### config.mk
export PLATFORM = sky130hd
export DESIGN_NAME = mcht_trx_os
export DESIGN_NICKNAME = d
export VERILOG_FILES = /design/src/rtl/mcht_trx_os.sv
export SDC_FILE = /design/constraint.sdc
export NUM_CORES = 1
export LEC_CHECK = 0
export CAP_MARGIN = 20
export CORE_MARGIN = 2
export CORE_UTILIZATION = 42
export DETAILED_ROUTE_END_ITERATION = 12
export GPL_TIMING_DRIVEN = 0
export PLACE_DENSITY = 0.6
export SYNTH_ARGS = -nofsm -noshare
export SYNTH_HDL_FRONTEND = slang
export SYNTH_SLANG_ARGS = --single-unit
export TNS_END_PERCENT = 5
### constraint.sdc
create_clock -name CLK100M -period 5.8 [get_ports CLK100M]
set_input_delay 1.16 -clock CLK100M [delete_from_list [all_inputs] [get_ports CLK100M]]
set_output_delay 1.16 -clock CLK100M [all_outputs]
set_load 0.05 [all_outputs]
### src/rtl/mcht_trx_os.sv
// Oversampled Manchester transceiver on one clock: framed encoder (preamble,
// SFD, payload, even parity, IFG) and edge-timed decoder with error reporting.
module mcht_trx_os #(
  parameter int pTX_MSG_LEN = 16,
  parameter int pRX_MSG_LEN = 16,
  parameter int pOSR        = 8,
  parameter int pPRE        = 4,
  parameter int pPRE_MIN    = 2,
  parameter int pIFG        = 2
) (
  input  logic                   CLK100M,
  input  logic                   RST_N,
  output logic                   TXD,
  input  logic                   RXD,
  input  logic                   TX_VLD,
  output logic                   TX_RDY,
  input  logic [pTX_MSG_LEN-1:0] TX_MSG,
  output logic                   TX_DNE,
  output logic [pRX_MSG_LEN-1:0] RX_MSG,
  output logic                   RX_VLD,
  output logic                   RX_ERR
);
  localparam int MLEN0  = (pTX_MSG_LEN > pRX_MSG_LEN) ? pTX_MSG_LEN : pRX_MSG_LEN;
  localparam int MLEN   = (MLEN0 > pPRE) ? MLEN0 : pPRE;
  localparam int BW     = $clog2(MLEN + 2);
  localparam int CW     = $clog2(2 * pOSR);
  localparam int PW     = $clog2(pOSR);
  localparam logic [CW-1:0] EARLY = CW'(3 * pOSR / 4);
  localparam logic [CW-1:0] LATE  = CW'(5 * pOSR / 4);

  // ---------------- transmitter ----------------
  typedef enum logic [2:0] {TX_IDLE, TX_PRE, TX_SFD, TX_DATA, TX_PAR, TX_IFG} tx_state_t;
  tx_state_t tx_state, tx_next;
  logic [PW-1:0]          tx_ph;
  logic [BW-1:0]          tx_bits;
  logic [pTX_MSG_LEN-1:0] tx_sh;
  logic                   tx_par, tx_bit, bit_end;

  assign bit_end = (tx_ph == PW'(pOSR - 1));

  always_ff @(posedge CLK100M or negedge RST_N)
    if (!RST_N) tx_state <= TX_IDLE;
    else        tx_state <= tx_next;

  always_comb begin
    tx_next = tx_state;
    case (tx_state)
      TX_IDLE: if (TX_VLD) tx_next = TX_PRE;
      TX_PRE:  if (bit_end && tx_bits == BW'(pPRE - 1)) tx_next = TX_SFD;
      TX_SFD:  if (bit_end) tx_next = TX_DATA;
      TX_DATA: if (bit_end && tx_bits == BW'(pTX_MSG_LEN - 1)) tx_next = TX_PAR;
      TX_PAR:  if (bit_end) tx_next = TX_IFG;
      TX_IFG:  if (bit_end && tx_bits == BW'(pIFG - 1)) tx_next = TX_IDLE;
      default: tx_next = TX_IDLE;
    endcase
  end

  always_ff @(posedge CLK100M or negedge RST_N)
    if (!RST_N) begin
      tx_ph   <= '0;
      tx_bits <= '0;
      tx_sh   <= '0;
      tx_par  <= 1'b0;
    end else if (tx_state == TX_IDLE) begin
      tx_ph   <= '0;
      tx_bits <= '0;
      if (TX_VLD) begin
        tx_sh  <= TX_MSG;
        tx_par <= ^TX_MSG;
      end
    end else if (bit_end) begin
      tx_ph   <= '0;
      tx_bits <= (tx_next != tx_state) ? '0 : tx_bits + BW'(1);
      if (tx_state == TX_DATA) tx_sh <= tx_sh << 1;
    end else begin
      tx_ph <= tx_ph + PW'(1);
    end

  always_comb begin
    TX_RDY = (tx_state == TX_IDLE);
    TX_DNE = (tx_state == TX_IFG) && bit_end && (tx_bits == BW'(pIFG - 1));
    case (tx_state)
      TX_SFD:  tx_bit = 1'b0;
      TX_DATA: tx_bit = tx_sh[pTX_MSG_LEN-1];
      TX_PAR:  tx_bit = tx_par;
      default: tx_bit = 1'b1;
    endcase
    if (tx_state == TX_IDLE || tx_state == TX_IFG) TXD = 1'b0;
    else TXD = (tx_ph < PW'(pOSR / 2)) ? ~tx_bit : tx_bit;
  end

  // ---------------- receiver ----------------
  typedef enum logic [1:0] {RX_HUNT, RX_PRE, RX_DATA} rx_state_t;
  rx_state_t rx_state, rx_next;
  logic                   rx_s1, rx_s2, rx_s3;
  logic [CW-1:0]          cnt;
  logic [BW-1:0]          pre_cnt, rx_bits;
  logic [pRX_MSG_LEN-1:0] rx_sh;
  logic rx_edge, armed, mid, tmo, last_bit, par_ok, vld_d, err_d;

  assign rx_edge  = rx_s2 ^ rx_s3;
  assign armed    = (cnt >= CW'(pOSR));
  assign mid      = rx_edge && (cnt >= EARLY) && (cnt <= LATE);
  assign tmo      = (cnt > LATE);
  assign last_bit = (rx_bits == BW'(pRX_MSG_LEN));
  assign par_ok   = ~(^rx_sh ^ rx_s2);

  always_ff @(posedge CLK100M or negedge RST_N)
    if (!RST_N) rx_state <= RX_HUNT;
    else        rx_state <= rx_next;

  always_comb begin
    rx_next = rx_state;
    case (rx_state)
      RX_HUNT: if (rx_edge && rx_s2 && armed) rx_next = RX_PRE;
      RX_PRE: begin
        if (tmo) rx_next = RX_HUNT;
        else if (mid && !rx_s2) rx_next = (pre_cnt >= BW'(pPRE_MIN)) ? RX_DATA : RX_HUNT;
      end
      RX_DATA: if (tmo || (mid && last_bit)) rx_next = RX_HUNT;
      default: rx_next = RX_HUNT;
    endcase
  end

  always_comb begin
    vld_d = 1'b0;
    err_d = 1'b0;
    if (rx_state == RX_DATA) begin
      vld_d = mid && last_bit && par_ok;
      err_d = tmo || (mid && last_bit && !par_ok);
    end
  end

  // In HUNT, cnt measures the idle-low run; elsewhere it times bits, with the
  // accepting edge cycle itself counted as 0 so the next nominal mid-edge sits at pOSR.
  always_ff @(posedge CLK100M or negedge RST_N)
    if (!RST_N) begin
      rx_s1   <= 1'b0;
      rx_s2   <= 1'b0;
      rx_s3   <= 1'b0;
      cnt     <= '0;
      pre_cnt <= '0;
      rx_bits <= '0;
      rx_sh   <= '0;
      RX_MSG  <= '0;
      RX_VLD  <= 1'b0;
      RX_ERR  <= 1'b0;
    end else begin
      rx_s1  <= RXD;
      rx_s2  <= rx_s1;
      rx_s3  <= rx_s2;
      RX_VLD <= vld_d;
      RX_ERR <= err_d;
      if (vld_d) RX_MSG <= rx_sh;
      if (rx_state == RX_HUNT) begin
        pre_cnt <= BW'(1);
        rx_bits <= '0;
        if (rx_next == RX_PRE) cnt <= CW'(1);
        else if (rx_s2)        cnt <= '0;
        else if (!armed)       cnt <= cnt + CW'(1);
      end else if (rx_next == RX_HUNT) begin
        cnt <= '0;
      end else if (mid) begin
        cnt <= CW'(1);
        if (rx_state == RX_PRE) begin
          if (rx_s2 && pre_cnt != '1) pre_cnt <= pre_cnt + BW'(1);
        end else begin
          rx_bits <= rx_bits + BW'(1);
          if (!last_bit) rx_sh <= {rx_sh[pRX_MSG_LEN-2:0], rx_s2};
        end
      end else begin
        cnt <= cnt + CW'(1);
      end
    end
endmodule

After elaboration in Yosys (flattened, before gate mapping)

Cells that the tools add are included.

Input port bits: 20
Output and inout bits: 21
Word-level logic and storage cells: 129
Register bits after elaboration: 81

Add/subtract/negate cells: 5
Bitwise logic cells: 8
Equality and inequality tests: 19
Multiplexer cells: 42
$lt $le $gt $ge: 6
Reduce and logical (&&, ||, !) cells: 33

Operator list:

| kind                  | number |
|---|---|
| $mux W16              | 4 |
| $mux W5               | 12 |
| $reduce_xor A16 Y1    | 2 |
| $mux W3               | 8 |
| $mux W4               | 6 |
| $pmux W3 S6           | 1 |
| $add A5 B1 Y5 const B | 3 |
| $logic_and A1 B1 Y1   | 14 |
| $mux W2               | 5 |
| $reduce_bool A2 Y1    | 5 |
| $eq A3 B3 Y1 const B  | 3 |
| $eq A3 B2 Y1 const B  | 2 |
| $ne A2 B2 Y1 const B  | 3 |
| $not A1 Y1            | 6 |
| $pmux W2 S3           | 1 |
| $reduce_and A3 Y1     | 2 |
| $eq A5 B1 Y1 const B  | 1 |
| $eq A5 B2 Y1 const B  | 1 |
| $eq A5 B4 Y1 const B  | 1 |
| $eq A5 B5 Y1 const B  | 1 |
| $ge A5 B2 Y1 const B  | 1 |
| $ne A5 B5 Y1 const B  | 1 |
| $reduce_and A5 Y1     | 1 |
| $add A4 B1 Y4 const B | 1 |
| other kinds (20)      | 28 |

Longest topological paths before layout

Word-level depth: 10
Depth in mapped cells: 10
Mapped depth without buffers: 10

Worst setup path before layout

No wires, ideal clock.

Path kind: flip-flop to output port
Start: register tx_ph[0]
End: output TX_DNE
Data required time: 4.640 ns
Slack: 1.865 ns
Arrival time: 2.775 ns
Stages on the path, launching flop included: 8
Buffers on the path: 1
Cells stage by stage: dfrtp_1 -> ha_1 -> ha_1 -> clkbuf_1 -> or4b_2 -> nor2_1 -> nand2_1 -> nor3b_1

Cells in the longest elaborated chain, start to end: 3

Ends and longest elaborated chain:

| what                              | RTL line | source |
|---|---|---|
| start, declared                   | 34       | `logic [PW-1:0] tx_ph;` |
| start signal, assigned            | 76       | `tx_ph <= tx_ph + PW'(1);` |
| $eq A3 B3 Y1                      | 39       | `assign bit_end = (tx_ph == PW'(pOSR - 1));` |
| $logic_and A1 B1 Y1 (2 in series) | 81       | `TX_DNE = (tx_state == TX_IFG) && bit_end && (tx_bits == BW'(pIFG - 1));` |
| end, declared                     | 18       | `output logic TX_DNE,` |

Every way passes these cells.

Worst setup path in the final report

Same ends and word-level chain as after synthesis.

==> impl_metrics.json <==
{
  "cts_max_path_buffers": 2,
  "viasPerCell": 5.000,
  "layout_min_cycle_time_ns": 4.313,
  "core_region_area_mm2": 0.009284,
  "number_of_flops_mapped_to_enable_cells_by_yosys": 0,
  "number_of_cells_upsized_or_downsized_after_cts": 0,
  "tritoncts_clock_tree": "done",
  "final_routed_drc_violation_total": 0,
  "postSynth.asyncResetShare_pct": 100.0,
  "timing.slew.headroom_pct": 52.93,
  "clk_pin_slew_ns": 0.08,
  "worstSkewPairLatency_ns": 0.34,
  "syn_nets": 394,
  "max_slew.worst_pin.slew_ns": 0.7061,
  "initial_core_util_pct": 43.46,
  "place_congestion": 0.7538,
  "die_area_mm2": 0.01041,
  "post_synth.cell_area_avg_um2": 11.18,
  "worst_path_max_delay_cell": "clkdlybuf4s50_1",
  "pin_count_of_the_biggest_net_entering_global_routing": 52,
  "synthesis.area_mm2": 0.004035,
  "worstSetupPathType": "reg -> out",
  "route.detailed.wl_per_inst_um": 13.44,
  "row_count": 35,
  "crit_path_max_incr_delay_ns": 0.83,
  "area_taken_by_flip_flops_and_latches_mm2": 0.002027,
  "leakagePower_nw": 2.094,
  "cts_hold_buffers": 0,
  "timing.final.crit_share_pct": 74.37,
  "run_status": "complete, no violations",
  "track_usage_pct": 15.25,
  "critical-path-top-cell-by-count": "ha_1",
  "final_common_cell": "dfrtp_1",
  "grt_first_pass_wirelength_mm": 12.65,
  "antenna_found_initial": 0,
  "timing.max_cap.violations": 0,
  "globalRoute.totalOverflow": 0,
  "finalMaxSlewViolations": 0,
  "post-cts-setup-buffer-count": 0,
  "maxClockFrequency_ghz": 0.2318,
  "tns_ns": 0,
  "flop_to_flop_setup_slack_ns": 3.14,
  "cts.sink_count": 81,
  "drt_wl_total_mm": 7.350,
  "rsz0062_at_grt": "no",
  "synth_seq_area_share_pct": 50.23,
  "synth_cells": 361,
  "fillers": 833,
  "numCtsBuffers": 9,
  "setup.worst_path.start_class": "flip-flop",
  "ys_seq_elements": 81,
  "dieWidth_um": 102.0,
  "layout.cells.most_common_list": "dfrtp_1, clkdlybuf4s50_1, mux2_2, nor2_1, xnor2_1",
  "place.port_buffers": 40,
  "cts-root-buf": "clkbuf_8",
  "multiInputGateArea_mm2": 0.001871,
  "h_tree_level_count": 3,
  "via_count_of_the_first_global_routing_pass": 2703,
  "via_count": 2735,
  "crit_chain": "ha_1 -> ha_1 -> clkbuf_1 -> or4b_2 -> nor2_1 -> nand2_1 -> nor3b_1 -> clkdlybuf4s50_1",
  "yosys_most_used_dff": "dfrtp_1",
  "die_height_um": 102.0,
  "holdCritPathClass": "reg -> reg",
  "drt_first_iter_violations": 54,
  "detailedPlacementHpwl_mm": 5.091,
  "synth_cell_type_count": 47,
  "ant_nets": 0,
  "final_nets": 446,
  "boundaryPins": 41,
  "final_layout_size_suffix_gt1_share_pct": 15.07,
  "cp.arrival_ns": 3.15,
  "setup_viol": 0,
  "fin_worst_skew_ns": 0.007852,
  "power_density_of_the_placed_cells_mw_per_mm2": 344.4,
  "hold_violations": 0,
  "setup.worst_path.end_class": "output port",
  "vdd_drop_max_mv": 0.1783,
  "antenna_cells_inserted": 0,
  "peak_fanout_along_the_critical_path": 8,
  "hold-worst-slack_ns": 0.3508,
  "synthToLayoutAreaGrowth_pct": 20.56,
  "crit_required_ns": 4.64,
  "yosys_warnings": 0,
  "drt_pass1_iterations": 4
}
==> power breakdown <==
group	internal [W]	switching (W)
sequential	0.000663	0.0000676
combinational	0.000193	0.000259
clock	0.000288	0.000204
total	0.00114	0.000531
==> cell families (layout without fill, tap and decap cells) <==
kind of cell	after synthesis	in the layout	share of synthesized area, %
and+or+nand+nor	87	87	11.01
muxes	48	48	12.90
buffers and inverters	32	89	3.411
xor gates and xnor gates	36	36	7.814
DFF	81	81	50.23
adders and majority gates	13	13	4.031
AOI/OAI and AO/OA	64	64	10.61
==> worst paths after layout <==
path | from | end | depth (start not counted)
max | tx_ph[0] | TX_DNE | 8
min | rx_s1 | rx_s2 | 0
max reg2reg | rx_s2 | rx_sh[10] | 8
min reg2reg | rx_s1 | rx_s2 | 0
max in group asynchronous | RST_N | rx_s3 | 2
min in group asynchronous | RST_N | tx_sh[9] | 1
==> worst max-delay path: cells and delay by family (launching register included) <==
| family | cells | cell delay, ns |
|---|---|---|
| buffers and inverters | 2 | 1.10 |
| AND/OR/NAND/NOR | 4 | 1.09 |
| flip-flops | 1 | 0.36 |
| adder cells (fa/ha/maj) | 2 | 0.28 |
==> per-layer routing <==
| metal | GRT usage (%) | vias up | routed length, um |
|---|---|---|---|
| met3 | 3.010 | 7 | 247 |
| li1 | - | 1360 | - |
| met5 | 0 | - | 0 |
| met4 | 5.846 | 0 | 101 |
| met1 | 19.92 | 1328 | 3596 |
| met2 | 25.15 | 40 | 3405 |
==> layout make-up <==
cell class	count	share of cell area (%)
buffer	16	1.595
clock buffer	10	2.623
clock inverter	6	2.366
inverter	16	1.235
multi-input combinational	248	38.45
sequential	81	41.67
tap	129	3.318
timing repair buffer	41	8.745
==> synthesized netlist by cell type, types with 4 or more instances <==
cell / count / area (um^2)
nor3_1: 4 / 20.02
xnor2_1: 27 / 236.5
nor2_1: 31 / 116.4
xor2_1: 9 / 78.83
o21ai_0: 14 / 70.07
nand2_1: 16 / 60.06
a21oi_1: 24 / 120.1
dfrtp_1: 81 / 2027
mux2i_1: 16 / 160.2
ha_1: 13 / 162.7
o31ai_1: 5 / 37.54
clkbuf_1: 11 / 41.29
nand3_1: 12 / 60.06
inv_1: 16 / 60.06
nand2b_1: 4 / 25.02
o211ai_1: 5 / 37.54
mux2_2: 32 / 360.4
==> registers in the layout, indices dropped and copies added, names as in the netlist <==
register and flops:
RX_ERR 1, tx_state 3, rx_bits 5, tx_ph 3, rx_s1 1, cnt 4
rx_s3 1, rx_sh 16, RX_VLD 1, tx_par 1, tx_sh 16, rx_s2 1
pre_cnt 5, tx_bits 5, rx_state 2, RX_MSG 16
==> metrics by stage <==
step	utilization [%]	setup slack (ns)	std cells	total power, W	cell area (um^2)
after global routing	52.40	1.290	547	0.001791	4865
after CTS	52.40	1.484	547	0.001701	4865
after global placement	49.51	0.5940	530	0.001176	4597
after floorplan	-	1.865	361	0.001067	4035
after detailed placement	49.78	1.887	531	0.001193	4622
final	52.40	1.487	547	0.001676	4865
No activity file was read; power rests on OpenSTA's default activity.
